### src/rtl/tl_ul_port_buffer.sv
// TileLink-UL port buffer: registered A and D channel FIFOs plus an
// outstanding-request counter that throttles new A requests.

module tl_ul_port_fifo #(
  parameter int DEPTH = 2,
  parameter int W     = 8
) (
  input  logic         clock,
  input  logic         reset,
  input  logic         i_enq,
  input  logic [W-1:0] i_wdata,
  input  logic         i_deq,
  output logic [W-1:0] o_rdata,
  output logic         o_full,
  output logic         o_empty
);
  localparam int PW   = (DEPTH > 1) ? $clog2(DEPTH) : 1;
  localparam int CNTW = $clog2(DEPTH + 1);

  logic [W-1:0]    r_mem [DEPTH];
  logic [PW-1:0]   r_enq_ptr;
  logic [PW-1:0]   r_deq_ptr;
  logic [CNTW-1:0] r_count;

  function automatic logic [PW-1:0] next_ptr(input logic [PW-1:0] p);
    return (p == PW'(DEPTH - 1)) ? '0 : p + 1'b1;
  endfunction

  always_ff @(posedge clock or posedge reset) begin
    if (reset) begin
      r_enq_ptr <= '0;
      r_deq_ptr <= '0;
      r_count   <= '0;
    end else begin
      if (i_enq) r_enq_ptr <= next_ptr(r_enq_ptr);
      if (i_deq) r_deq_ptr <= next_ptr(r_deq_ptr);
      if (i_enq && !i_deq)      r_count <= r_count + 1'b1;
      else if (i_deq && !i_enq) r_count <= r_count - 1'b1;
    end
  end

  // Payload storage carries no reset; validity lives entirely in r_count.
  always_ff @(posedge clock) begin
    if (i_enq) r_mem[r_enq_ptr] <= i_wdata;
  end

  assign o_rdata = r_mem[r_deq_ptr];
  assign o_full  = (r_count == CNTW'(DEPTH));
  assign o_empty = (r_count == '0);
endmodule

module tl_ul_port_buffer #(
  parameter int A_DEPTH      = 2,
  parameter int D_DEPTH      = 2,
  parameter int MAX_INFLIGHT = 2,
  parameter int CW           = $clog2(MAX_INFLIGHT + 1)
) (
  input  logic          clock,
  input  logic          reset,
  input  logic          in_a_valid,
  output logic          in_a_ready,
  input  logic [74:0]   in_a_bits,
  output logic          out_a_valid,
  input  logic          out_a_ready,
  output logic [74:0]   out_a_bits,
  input  logic          in_d_valid,
  output logic          in_d_ready,
  input  logic [41:0]   in_d_bits,
  output logic          out_d_valid,
  input  logic          out_d_ready,
  output logic [41:0]   out_d_bits,
  output logic [CW-1:0] inflight,
  output logic          underflow_err
);
  // Handshake: a transfer happens on a channel exactly when valid && ready
  // are both high at a rising clock edge; readies come from registers only.
  logic          r_live;
  logic [CW-1:0] r_inflight;
  logic          r_underflow;
  logic          w_a_full, w_a_empty, w_d_full, w_d_empty;
  logic          w_a_in_fire, w_a_out_fire, w_d_in_fire, w_d_out_fire;

  assign in_a_ready   = r_live && !w_a_full && (r_inflight < CW'(MAX_INFLIGHT));
  assign in_d_ready   = r_live && !w_d_full;
  assign out_a_valid  = !w_a_empty;
  assign out_d_valid  = !w_d_empty;
  assign w_a_in_fire  = in_a_valid && in_a_ready;
  assign w_a_out_fire = out_a_valid && out_a_ready;
  assign w_d_in_fire  = in_d_valid && in_d_ready;
  assign w_d_out_fire = out_d_valid && out_d_ready;

  tl_ul_port_fifo #(.DEPTH(A_DEPTH), .W(75)) u_a_fifo (
    .clock   (clock),
    .reset   (reset),
    .i_enq   (w_a_in_fire),
    .i_wdata (in_a_bits),
    .i_deq   (w_a_out_fire),
    .o_rdata (out_a_bits),
    .o_full  (w_a_full),
    .o_empty (w_a_empty)
  );

  tl_ul_port_fifo #(.DEPTH(D_DEPTH), .W(42)) u_d_fifo (
    .clock   (clock),
    .reset   (reset),
    .i_enq   (w_d_in_fire),
    .i_wdata (in_d_bits),
    .i_deq   (w_d_out_fire),
    .o_rdata (out_d_bits),
    .o_full  (w_d_full),
    .o_empty (w_d_empty)
  );

  // r_live keeps both readies low until the first edge after reset falls.
  always_ff @(posedge clock or posedge reset) begin
    if (reset) begin
      r_live      <= 1'b0;
      r_inflight  <= '0;
      r_underflow <= 1'b0;
    end else begin
      r_live <= 1'b1;
      if (w_a_in_fire && !w_d_out_fire) begin
        r_inflight <= r_inflight + 1'b1;
      end else if (w_d_out_fire && !w_a_in_fire) begin
        if (r_inflight == '0) r_underflow <= 1'b1;
        else                  r_inflight  <= r_inflight - 1'b1;
      end
    end
  end

  assign inflight      = r_inflight;
  assign underflow_err = r_underflow;
endmodule

### config.mk
export PLATFORM = sky130hd
export DESIGN_NAME = tl_ul_port_buffer
export DESIGN_NICKNAME = d
export VERILOG_FILES = /design/src/rtl/tl_ul_port_buffer.sv
export SDC_FILE = /design/constraint.sdc
export NUM_CORES = 1
export LEC_CHECK = 0
export BUFFER_PORTS_ARGS = -buffer_cell sky130_fd_sc_hd__buf_2
export CAP_MARGIN = 20
export CORE_MARGIN = 3
export CORE_UTILIZATION = 30
export DETAILED_ROUTE_END_ITERATION = 6
export SLEW_MARGIN = 5
export SYNTH_ARGS = -nofsm -noshare
export SYNTH_HDL_FRONTEND = slang
export SYNTH_SLANG_ARGS = --single-unit
### constraint.sdc
create_clock -name clock -period 4.45 [get_ports clock]
set_input_delay 0.2225 -clock clock [delete_from_list [all_inputs] [get_ports clock]]
set_output_delay 0.2225 -clock clock [all_outputs]
set_load 0.05 [all_outputs]
Yosys cells after proc, flatten, opt, wreduce, memory -nomap -nowiden --
Memories as Yosys holds them, arrays and structs flattened. Index checks and enable logic that the tools add are counted.
Storage, ports and cells: output and inout port bits 124, memory bits (writable) 234, register bits after elaboration 12, memories 2
Memory list:
- u_a_fifo.r_mem | words 2, bits a word 75, read ports 1, clocked after memory_dff 0, write ports 1, line 20 | logic [W-1:0] r_mem [DEPTH];
- u_d_fifo.r_mem | words 2, bits a word 42, read ports 1, clocked after memory_dff 0, write ports 1, line 20
Cells by class: equality and inequality tests 3, reduce and logical (&&, ||, !) cells 29, muxes and demuxes 15, magnitude comparators 1, add/subtract/negate cells 10, bitwise gates (word level) 1
Operator list (number):
- 2-bit 2-to-1 mux | 7
- 1-bit logical AND | 13
- 1-bit zero test | 8
- 1-bit 2-to-1 mux | 8
- 2-bit by 1-bit adder with 2-bit output (second input constant) | 3
- 2-bit zero test | 3
- 2-bit nonzero test | 3
- 2-bit by 1-bit subtractor with 2-bit output (second input constant) | 3
- 1-bit adder (second input constant) | 4
- 2-bit == test (second input constant) | 2
- 3-bit AND reduction | 1
- 2-bit less-than comparator (second input constant) | 1
- 2-bit inequality test (second input constant) | 1
- 2-bit AND reduction | 1
- 1-bit NOT | 1

Longest topological paths before layout --
Gate-level depths: netlist of the first run.
depth after elaboration 9, gate-level depth with buffers 7, gate-level depth less buffers 7

Cells and area by module --
Synthesis of the first run repeated with hierarchy kept, for this count alone.
Second synthesis, totals: cells, all modules 428, area, all modules 9430.3 um^2
By module, submodules not included:
- tl_ul_port_fifo (u_a_fifo) | area an instance 5756.8 um^2, times used 1, cells an instance 250, seq. area each 4604.4 um^2
- tl_ul_port_fifo (u_d_fifo) | area an instance 3423.3 um^2, times used 1, cells an instance 148, seq. area each 2622.5 um^2
- tl_ul_port_buffer | area an instance 250.2 um^2, times used 1, cells an instance 30, seq. area each 100.1 um^2

Least setup slack after synthesis of the first run --
Ideal clock, no wire load.
kind register to register, start register r_inflight[1] (netlist: inflight[1]), end memory u_a_fifo.r_mem[0][0], enable pin, slack -0.179 ns, buffers on the path 0, arrival time 4.120 ns, library setup time 0.509 ns, cell stages (with the launch flop) 3, path through dfrtp_1 -> nand4b_1 -> nor2_1
On the way: cells in the longest elaborated chain, start to end 5
RTL lines:
- from (decl) | line 78 | logic [CW-1:0] r_inflight;
- from (signal assigned) | line 123 | r_inflight <= r_inflight + 1'b1;
- from (signal assigned) | line 126 | else r_inflight <= r_inflight - 1'b1;
- 2-bit less-than comparator | line 83 | assign in_a_ready = r_live && !w_a_full && (r_inflight < CW'(MAX_INFLIGHT));
- 1-bit logical AND | line 83
- 1-bit logical AND | line 87 | assign w_a_in_fire = in_a_valid && in_a_ready;
- 1-bit 2-to-1 mux | line 44 | if (i_enq) r_mem[r_enq_ptr] <= i_wdata;
- 1-bit 2-to-1 mux (implied by the code) | line 44
- to (decl) | line 20
No other way between the ends.

Worst setup path after layout of the first run --
start register u_a_fifo.r_deq_ptr, end output port out_a_bits[67]
On the way: cells in the longest elaborated chain, start to end 1
RTL lines:
- from (decl) | line 22 | logic [PW-1:0] r_deq_ptr;
- from (signal assigned) | line 36 | if (i_deq) r_deq_ptr <= next_ptr(r_deq_ptr);
- memory read 2 x 75 bit
- to (decl) | line 65 | output logic [74:0] out_a_bits,
No other way between the ends.

==> results of run 1 <==
worst max path at each step:
stage                            start                    to  slack (ns)  depth (start not counted)
floorplan                  inflight[1]  u_a_fifo.r_mem[1][0]        0.91                          2
finish              u_a_fifo.r_deq_ptr        out_a_bits[67]        1.56                          3
detailed placement  u_a_fifo.r_deq_ptr        out_a_bits[67]        2.04                          3
global placement    u_a_fifo.r_deq_ptr        out_a_bits[55]        2.06                          3
CTS                 u_a_fifo.r_deq_ptr        out_a_bits[67]        1.46                          3
global route        u_a_fifo.r_deq_ptr        out_a_bits[55]        1.40                          3
sequential cells by signal, indices dropped and copies added, names as in the netlist:
name / cells
u_d_fifo.r_enq_ptr: 1
u_d_fifo.r_mem: 84
u_d_fifo.r_deq_ptr: 1
u_a_fifo.r_enq_ptr: 1
u_a_fifo.r_mem: 150
underflow_err: 1
u_a_fifo.r_count: 2
r_live: 1
inflight: 2
u_d_fifo.r_count: 2
u_a_fifo.r_deq_ptr: 1
where the power goes:
part	switching, mW	internal [mW]
registers	0.311	2.90
clock network	0.838	1.12
logic	2.04	1.00
total	3.19	5.02
per-layer routing:
layer  vias to the layer above  global-route usage (%)  part of all wire (%)
met3                        33                    4.15                   9.2
met4                         2                    3.02                   2.6
met2                       221                    19.1                    46
met5                         -                       0                 0.066
li1                       2417                       -                     -
met1                      2449                    14.7                    42
worst max-delay path, delay by kind of cell, from the launching register on:
| family | cells | cell delay [ns] |
|---|---|---|
| buffers and inverters | 2 | 0.64 |
| multiplexers | 1 | 0.38 |
| flip-flops | 1 | 1.06 |
cell type report:
class,count,area [µm²],area share (%)
Sequential cell,246,7330,57.0
Antenna cell,1,2.50,0.0195
Timing Repair Buffer,369,2460,19.2
Tap cell,390,488,3.80
Multi-Input combinational cell,160,1780,13.9
Clock buffer,35,716,5.57
Inverter,3,11.3,0.0876
Clock inverter,12,57.6,0.448
per-stage QoR:
step	power [mW]	utilization, %
after floorplan	5.62	-
after global placement	6.24	36.3
after detailed placement	6.25	36.3
after CTS	8.33	42.8
after global routing	8.58	42.9
final	8.22	42.9
kinds of logic (layout without fill, tap and decap cells):
family          after synthesis  after routing  share of synthesized area, %
other cells                   1              2                        0.0407
fa+ha+maj                     4              4                         0.544
buf+inv                      16            419                          1.24
compound gates                4              4                         0.245
xor+xnor                     10             10                         0.952
simple gates                 24             24                          1.43
flops                       246            246                          79.6
mux                         117            117                          15.9
placed cells by master, fill, tap and decap left out, types with 7 or more instances in the layout:
cell type and instances:
buf_2 246, edfxtp_1 234, dlygate4sd3_1 118, mux2_2 77
mux2_4 40, clkbuf_16 27, dfrtp_1 10, clkinv_2 7
clkbuf_1 7
==> results.yml, run 1 <==
clock_tree:
  ctsResizeCount: 0
  cts_buffers: 27
  cts_tree: "done"
  postCtsHoldBufs: 118
  cts_sinks: 246
  cts_setup_buffers: 0
  clock_latency_ns: 0.52
  cts_root_buf: "clkbuf_16"
  h-tree-depth: 1
  clock_path_buffers: 3
  cts.clk_slew.worst_paths_ns: 0.06
cells_and_area:
  num-fill-cells: 2681
  num-nets-final: 934
  drive_gt1_share_pct: 49.9
  fin_cells: 1216
  stdcell_area_um2: 12900
  area_growth_pct: 39.7
route:
  wirelength_mm: 19.7
  wire_per_inst_um: 16.2
  first_iter_violations: 194
  drtPass1Iterations: 4
  postRouteAntennaNets: 0
  vias: 5122
  drcViolationCount: 0
  via_per_inst: 4.21
yosys:
  yosysTopAreaCell: "edfxtp_1"
  synthCells: 422
  synth-async-reset-ratio_pct: 4.88
  synth_area_um2: 9200
  ys_ff_latch: 246
  synthTopCellsByCount: "edfxtp_1 (234), mux2_2 (77), mux2_4 (40), dfrtp_1 (12)"
  ys_seq_area_share_pct: 79.6
  synth_top_cell_area_share_pct: 76.3
  synthTopCellsByArea: "edfxtp_1 (76%), mux2_2 (9.4%), mux2_4 (6.5%)"
  synth_fp_nets: 549
  synth.most_common_cell: "edfxtp_1"
  yosysWarnings: 0
  synth.avg_cell_area_um2: 21.8
  ys_types: 24
  synth-edff-count: 234
  synthFlopType: "edfxtp_1"
global_route:
  antenna_found_initial: 2
  grt_start_max_net_pins: 76
  grt_first_pass_wirelength_mm: 30.6
  grt_pass1_vias: 5478
  grt_remaining_overflow: 0
  grtUsageTotal_pct: 11.6
place:
  place_congestion: 0.722
  hpwlAfterDp_mm: 12.4
  portBuffers: 246
  place_ws_ns: 2.04
  placed_cells: 1049
  place_area_um2: 10900
floorplanning:
  die_x_um: 181
  core_area_um2: 30000
  die_area_um2: 32800
  fp.dieH_um: 181
  rows: 63
  io_pins: 247
  initial_core_util_pct: 30.7
power_and_ir_drop:
  p_leak_nw: 4.95
  ir_drop_v: 0.000395
  power.density_nw_per_um2: 639
min_path:
  worstHoldEndpoint: "u_a_fifo.r_deq_ptr"
  hold_class: "input port to flip-flop"
  min_path_cells: 3
  min_from: "out_a_ready"
timing:
  drv_slew: 0
  fin_skew_ns: 0.0170
  setup_slack_ns: 1.56
  setup_viol: 0
  holdWs_ns: 0.0221
  max-slew-margin-rel_pct: 27.8
  rsz0062_at_grt: "false"
  max_freq_mhz: 346
  post-route-period-util_pct: 64.9
  max_slew.worst_pin.slew_ns: 1.08
  hold_violations: 0
  period_minus_slack_ns: 2.89
  tns_ns: 0
critical_path:
  timing.rr.start: "u_a_fifo.r_count[0]"
  rrSetupSlack_ns: 2.20
  critPathSlowestCell: "dfrtp_4"
  timing.rr.end: "u_a_fifo.r_mem[1][40]"
  rr_worst_depth: 4
  worstSetupStartpointType: "flip-flop"
  arrival_ns: 2.66
  max_stage_delay_ns: 1.06
  crit_chain: "buf_4 -> mux2_2 -> buf_2"
  required_ns: 4.23
  critPathKind: "flip-flop to output pin"
  crit_path_end_kind: "output pin"
  worstPathMaxFanout: 60
flow_run:
  max_cap_violations: 0
status:
  outcome: "finished, final reports clean"
(Power assumes the default switching activity.)
==> run 2, diff against run 1 <==
- ABC_AREA: unset -> 1
- clock period: 4.45 -> 2.5 ns (I/O delays scaled with it)
==> run 2 against run 1 <==
Die area down 0.24%; non-clock buffer count up 10; worst setup slack worse by 1.3 ns; critical path depth up 1; flip-flop and latch count unchanged; critical path type unchanged; critical endpoint is now out_a_bits[27].
==> results.yml, run 2 <==
status:
  outcome: "finished, final reports clean"
yosys:
  synth.most_common_cell: "nand2_1"
  synth_top_cell_area_share_pct: 76.5
  ys_seq_area_share_pct: 79.8
  synthFlopType: "edfxtp_1"
  synthCells: 701
  synth_fp_nets: 828
  synthTopCellsByArea: "edfxtp_1 (77%), nand2_1 (16%), dfrtp_1 (3.3%)"
  yosysTopAreaCell: "edfxtp_1"
  synthTopCellsByCount: "nand2_1 (381), edfxtp_1 (234), inv_1 (19), buf_2 (16), dfrtp_1 (12)"
  ys_ff_latch: 246
  synth-async-reset-ratio_pct: 4.88
  ys_types: 17
  yosysWarnings: 0
  synth.avg_cell_area_um2: 13.1
  synth-edff-count: 234
  synth_area_um2: 9180
cells_and_area:
  largest_register_ffs: 150
  utilization_pct: 43.5
  top_regs: "u_a_fifo.r_mem x150, u_d_fifo.r_mem x84"
  num-nets-final: 1209
  largest-register: "u_a_fifo.r_mem"
  final_common_cell: "nand2_1"
  area_growth_pct: 41.5
  fin_cells: 1492
  layout_common_cells: "nand2_1 (381), buf_2 (246), edfxtp_1 (234), dlygate4sd3_1 (122), clkbuf_16 (27)"
  drive_gt1_share_pct: 27.4
  num-fill-cells: 2666
  insertedDiodeCount: 0
route:
  postRouteAntennaNets: 0
  drtPass1Iterations: 4
  via_per_inst: 4.22
  wire_per_inst_um: 14.4
  wirelength_mm: 21.4
  vias: 6294
  first_iter_violations: 317
  drcViolationCount: 0
timing:
  period_minus_slack_ns: 2.23
  tns_ns: 0
  drv_slew: 0
  max_slew.worst_pin.slew_ns: 0.867
  max_freq_mhz: 449
  setup_viol: 0
  hold_violations: 0
  holdWs_ns: 0.200
  post-route-period-util_pct: 89.0
  rsz0062_at_grt: "false"
  fin_skew_ns: 0.00768
  max-slew-margin-rel_pct: 42.2
power_and_ir_drop:
  p_leak_nw: 5.58
  power.density_nw_per_um2: 1220
  ir_drop_v: 0.000797
clock_tree:
  cts_buffers: 26
  cts_setup_buffers: 0
  cts_tree: "done"
  cts.clk_slew.worst_paths_ns: 0.06
  postCtsHoldBufs: 122
  h-tree-depth: 1
  cts_sinks: 246
  clock_latency_ns: 0.52
  cts_root_buf: "clkbuf_16"
  ctsResizeCount: 0
  clock_path_buffers: 3
place:
  hpwlAfterDp_mm: 13.6
  placed_cells: 1322
  portBuffers: 246
  place_congestion: 0.746
min_path:
  hold_class: "input port to asynchronous set/reset pin"
critical_path:
  max_stage_delay_ns: 0.62
  rrSetupSlack_ns: 0.68
  required_ns: 2.38
  crit_family: "buffers and inverters"
  crit_path_end_kind: "output pin"
  critPathKind: "flip-flop to output pin"
  critPathSlowestCell: "buf_4"
  worstSetupStartpointType: "flip-flop"
  worstPathMaxFanout: 76
  arrival_ns: 2.10
  crit_chain: "buf_4 -> nand2_1 -> nand2_1 -> buf_2"
  cp_num_buf_inv: 2
  cp_common_cell: "nand2_1"
floorplanning:
  fp.dieH_um: 181
  io_pins: 247
  die_area_um2: 32700
  initial_core_util_pct: 30.7
  core_area_um2: 29900
  die_x_um: 181
  rows: 63
global_route:
  gr-usage-met2_pct: 22.6
  grt_pass1_vias: 6334
  grt_busiest_layer: "met2"
  grtUsageTotal_pct: 12.6
  grt_first_pass_wirelength_mm: 33.5
  grt_start_max_net_pins: 77
  grt_remaining_overflow: 0
  met1_usage_pct: 15.0
  antenna_found_initial: 0
  grt_use_met3_pct: 2.23
flow_run:
  max_cap_violations: 0
-- run 2: changes by cell type in the layout (fill, tap and decap cells not counted), moves of 4 or more --
cell           delta
nand4_1           +4
nand2_1         +376
xor2_1            -5
mux2_4           -40
buf_12            +4
inv_1            +15
nand3_1           +7
mux2_2           -77
dlygate4sd3_1     +4
-- run 2: final cells by class --
type | count | area (µm²) | area share (%)
Clock buffer | 40 | 764 | 5.88
Clock inverter | 8 | 114 | 0.876
Inverter | 21 | 82.6 | 0.636
Multi-Input combinational cell | 408 | 1620 | 12.4
Sequential cell | 246 | 7330 | 56.4
Tap cell | 390 | 488 | 3.76
Timing Repair Buffer | 379 | 2600 | 20.0
-- run 2: path summary, 6_finish.rpt --
kind                                    start               endpoint  cells after the start
max                        u_a_fifo.r_deq_ptr         out_a_bits[27]                      4
min                                     reset     u_a_fifo.r_deq_ptr                      3
max reg2reg                       inflight[1]  u_a_fifo.r_mem[0][55]                      4
min reg2reg                     underflow_err          underflow_err                      1
max in group asynchronous               reset            inflight[1]                      3
min in group clock              in_a_bits[37]  u_a_fifo.r_mem[1][37]                      2
-- run 2: stage by stage --
stage | power [mW] | instance area [µm²] | setup slack [ns]
5_1_grt | 16.7 | 13000 | 0.0983
2_1_floorplan | 10.4 | 9200 | 0.0115
3_3_place_gp | 12.0 | 10900 | 0.701
4_1_cts | 16.1 | 13000 | 0.196
3_5_place_dp | 12.0 | 10900 | 0.647
6_report | 15.9 | 13000 | 0.274
-- run 2: cell families (layout without fill, tap and decap cells) --
| family | count (synthesis) | after routing | synth area share (%) |
|---|---|---|---|
| flip-flops | 246 | 246 | 79.8 |
| AO/OA/AOI/OAI | 3 | 3 | 0.191 |
| other | 1 | 1 | 0.0408 |
| adder cells (fa/ha/maj) | 4 | 4 | 0.545 |
| XOR/XNOR | 2 | 2 | 0.191 |
| buffers and inverters | 47 | 448 | 2.75 |
| AND/OR/NAND/NOR | 398 | 398 | 16.5 |
-- run 2: per-layer routing --
metal  wire length (µm)  vias to the layer above
met3                965                       55
met2              10900                      167
met4                963                        0
met5                  0                        -
li1                   -                     3107
met1               8560                     2965
-- run 2: worst register-to-register path, stage by stage (launching register included) --
cell,delay [ns]
dfrtp_2,0.44
nor2_1,0.20
nand4_1,0.19
clkinvlp_4,0.34
buf_12,0.30
-- run 2: power by group --
group | internal, mW | leakage (nW) | total, mW | switching [mW]
combinational | 1.40 | 2.87 | 6.71 | 5.31
sequential | 5.13 | 2.28 | 5.28 | 0.151
clock | 2.40 | 0.432 | 3.90 | 1.50
total | 8.93 | 5.58 | 15.9 | 6.96
==> run 3, diff against run 2 <==
- clock period: 2.5 -> 2.2 ns (I/O delays scaled with it)
==> run 3 against run 2 <==
Hold slack worse by 0.0092 ns; critical endpoint is now out_d_bits[20]; critical path depth increased by 1; register-to-register slack worse by 0.25 ns; largest cell class unchanged.
==> results.yml, run 3 (same netlist as run 2, synthesis figures left out) <==
critical_path:
  cp_common_cell: "nand2_1"
  rr_worst_depth: 5
  worstSetupStartpointType: "flip-flop"
  cp_num_buf_inv: 3
  worstPathMaxFanout: 28
  max_stage_delay_ns: 0.38
  critPathSlowestCell: "dfrtp_1"
  required_ns: 2.09
  arrival_ns: 1.85
  crit_path_end_kind: "output pin"
  cp.depth: 5
  crit_chain: "inv_2 -> buf_12 -> nand2_1 -> nand2_1 -> buf_2"
  crit_family: "buffers and inverters"
  critPathKind: "flip-flop to output pin"
timing:
  max_freq_mhz: 510
  setup_slack_ns: 0.239
  period_minus_slack_ns: 1.96
  max_slew.worst_pin.slew_ns: 0.528
  post-route-period-util_pct: 89.1
  max-slew-margin-rel_pct: 64.8
  setup_viol: 0
  drv_slew: 0
  hold_violations: 0
  rsz0062_at_grt: "false"
  fin_skew_ns: 0.0108
  tns_ns: 0
  holdWs_ns: 0.191
global_route:
  grt_remaining_overflow: 0
  gr-usage-met2_pct: 23.4
  grt_start_max_net_pins: 76
  met1_usage_pct: 14.4
  grt_use_met3_pct: 2.72
  grt_busiest_layer: "met2"
  antenna_found_initial: 1
  grtUsageTotal_pct: 12.8
  grt_first_pass_wirelength_mm: 33.4
  grt_pass1_vias: 6412
cells_and_area:
  utilization_pct: 43.8
  largest-register: "u_a_fifo.r_mem"
  drive_gt1_share_pct: 27.8
  area_growth_pct: 42.5
  final_common_cell: "nand2_1"
  num-nets-final: 1211
  largest_register_ffs: 150
  layout_common_cells: "nand2_1 (381), buf_2 (246), edfxtp_1 (234), dlygate4sd3_1 (122), clkbuf_16 (27)"
  fin_cells: 1494
  top_regs: "u_a_fifo.r_mem x150, u_d_fifo.r_mem x84"
clock_tree:
  cts.clk_slew.worst_paths_ns: 0.06
  cts_setup_buffers: 0
  clock_latency_ns: 0.52
  clock_path_buffers: 3
  cts_buffers: 27
  h-tree-depth: 1
  cts_root_buf: "clkbuf_16"
  cts_sinks: 246
  cts_tree: "done"
route:
  drtPass1Iterations: 4
  vias: 6187
  wirelength_mm: 21.6
  drcViolationCount: 0
  via_per_inst: 4.14
  postRouteAntennaNets: 0
  first_iter_violations: 334
  wire_per_inst_um: 14.5
floorplanning:
  fp.dieH_um: 181
  rows: 63
  die_x_um: 181
  io_pins: 247
  core_area_um2: 29900
  die_area_um2: 32700
  initial_core_util_pct: 30.7
power_and_ir_drop:
  ir_drop_v: 0.000554
  p_switching_mw: 8.01
  p_clk_share_pct: 24.7
  p_sw_share_pct: 44.0
  power.density_nw_per_um2: 1390
  combPwrFrac_pct: 42.3
  p_leak_nw: 5.60
  seq_power_share_pct: 33.0
  internal_power_mw: 10.2
place:
  place_ws_ns: 0.409
  hpwlAfterDp_mm: 13.8
  portBuffers: 246
  place_congestion: 0.728
  placed_cells: 1323
min_path:
  hold_class: "input port to asynchronous set/reset pin"
flow_run:
  max_cap_violations: 0
status:
  outcome: "finished, final reports clean"
==> run 3: cell count changes in the layout (fill, tap and decap cells not counted), sizes merged <==
cell,delta
bufinv,+1
diode,+1
inv,+1
clkinvlp,+3
clkinv,+5
clkbuf,-10
buf,+1
==> run 3: power groups by stage <==
stage	Sequential [mW]	Clock, mW	Combinational [mW]
detailed placement	6.10	0	7.61
global placement	6.08	0	7.59
finish	6.00	4.49	7.70
floorplan	6.11	0	5.70
CTS	6.00	4.62	7.81
global route	6.05	4.86	8.21
==> run 3: what timing repair did <==
| action | 4_1_cts | 5_1_grt |
|---|---|---|
| hold endpoints to repair | 250 | 0 |
| hold buffers | 122 | 0 |
| gates resized for setup | 0 | 0 |
==> run 3: layout make-up <==
cell class,instances,area (µm²)
sequential,246,7330
timing repair buffer,380,2640
fill,2635,16800
tap,390,488
clock inverter,18,210
clock buffer,30,687
inverter,21,82.6
antenna,1,2.50
multi-input combinational,408,1640
==> run 3: metrics by stage <==
step / cell area (µm²) / power (mW)
final: 13100 / 18.2
after global routing: 13100 / 19.1
after CTS: 13100 / 18.4
after detailed placement: 11000 / 13.7
after global placement: 11000 / 13.7
after floorplan: 9220 / 11.8
==> run 3: worst reg2reg max path: stages, from the launching register on <==
cell and delay [ns]:
dfrtp_1 0.40, inv_1 0.09, nand2_1 0.12, nand4_1 0.18, clkinvlp_4 0.38, buf_12 0.32
==> run 3: final timing paths <==
path	start	end	slack (ns)
max	u_d_fifo.r_deq_ptr	out_d_bits[20]	0.24
min	reset	u_a_fifo.r_deq_ptr	0.19
max reg2reg	u_a_fifo.r_count[0]	u_a_fifo.r_mem[0][70]	0.43
min reg2reg	underflow_err	underflow_err	0.45
max in group asynchronous	reset	inflight[1]	1.63
min in group clock	in_a_bits[45]	u_a_fifo.r_mem[0][45]	0.31
==> run 3: layer usage <==
layer | wire length, µm | vias up | share of wire (%)
met2 | 11200 | 156 | 52
met4 | 890 | 0 | 4.1
li1 | - | 3107 | -
met5 | 0 | - | 0
met1 | 8380 | 2869 | 39
met3 | 1150 | 55 | 5.3
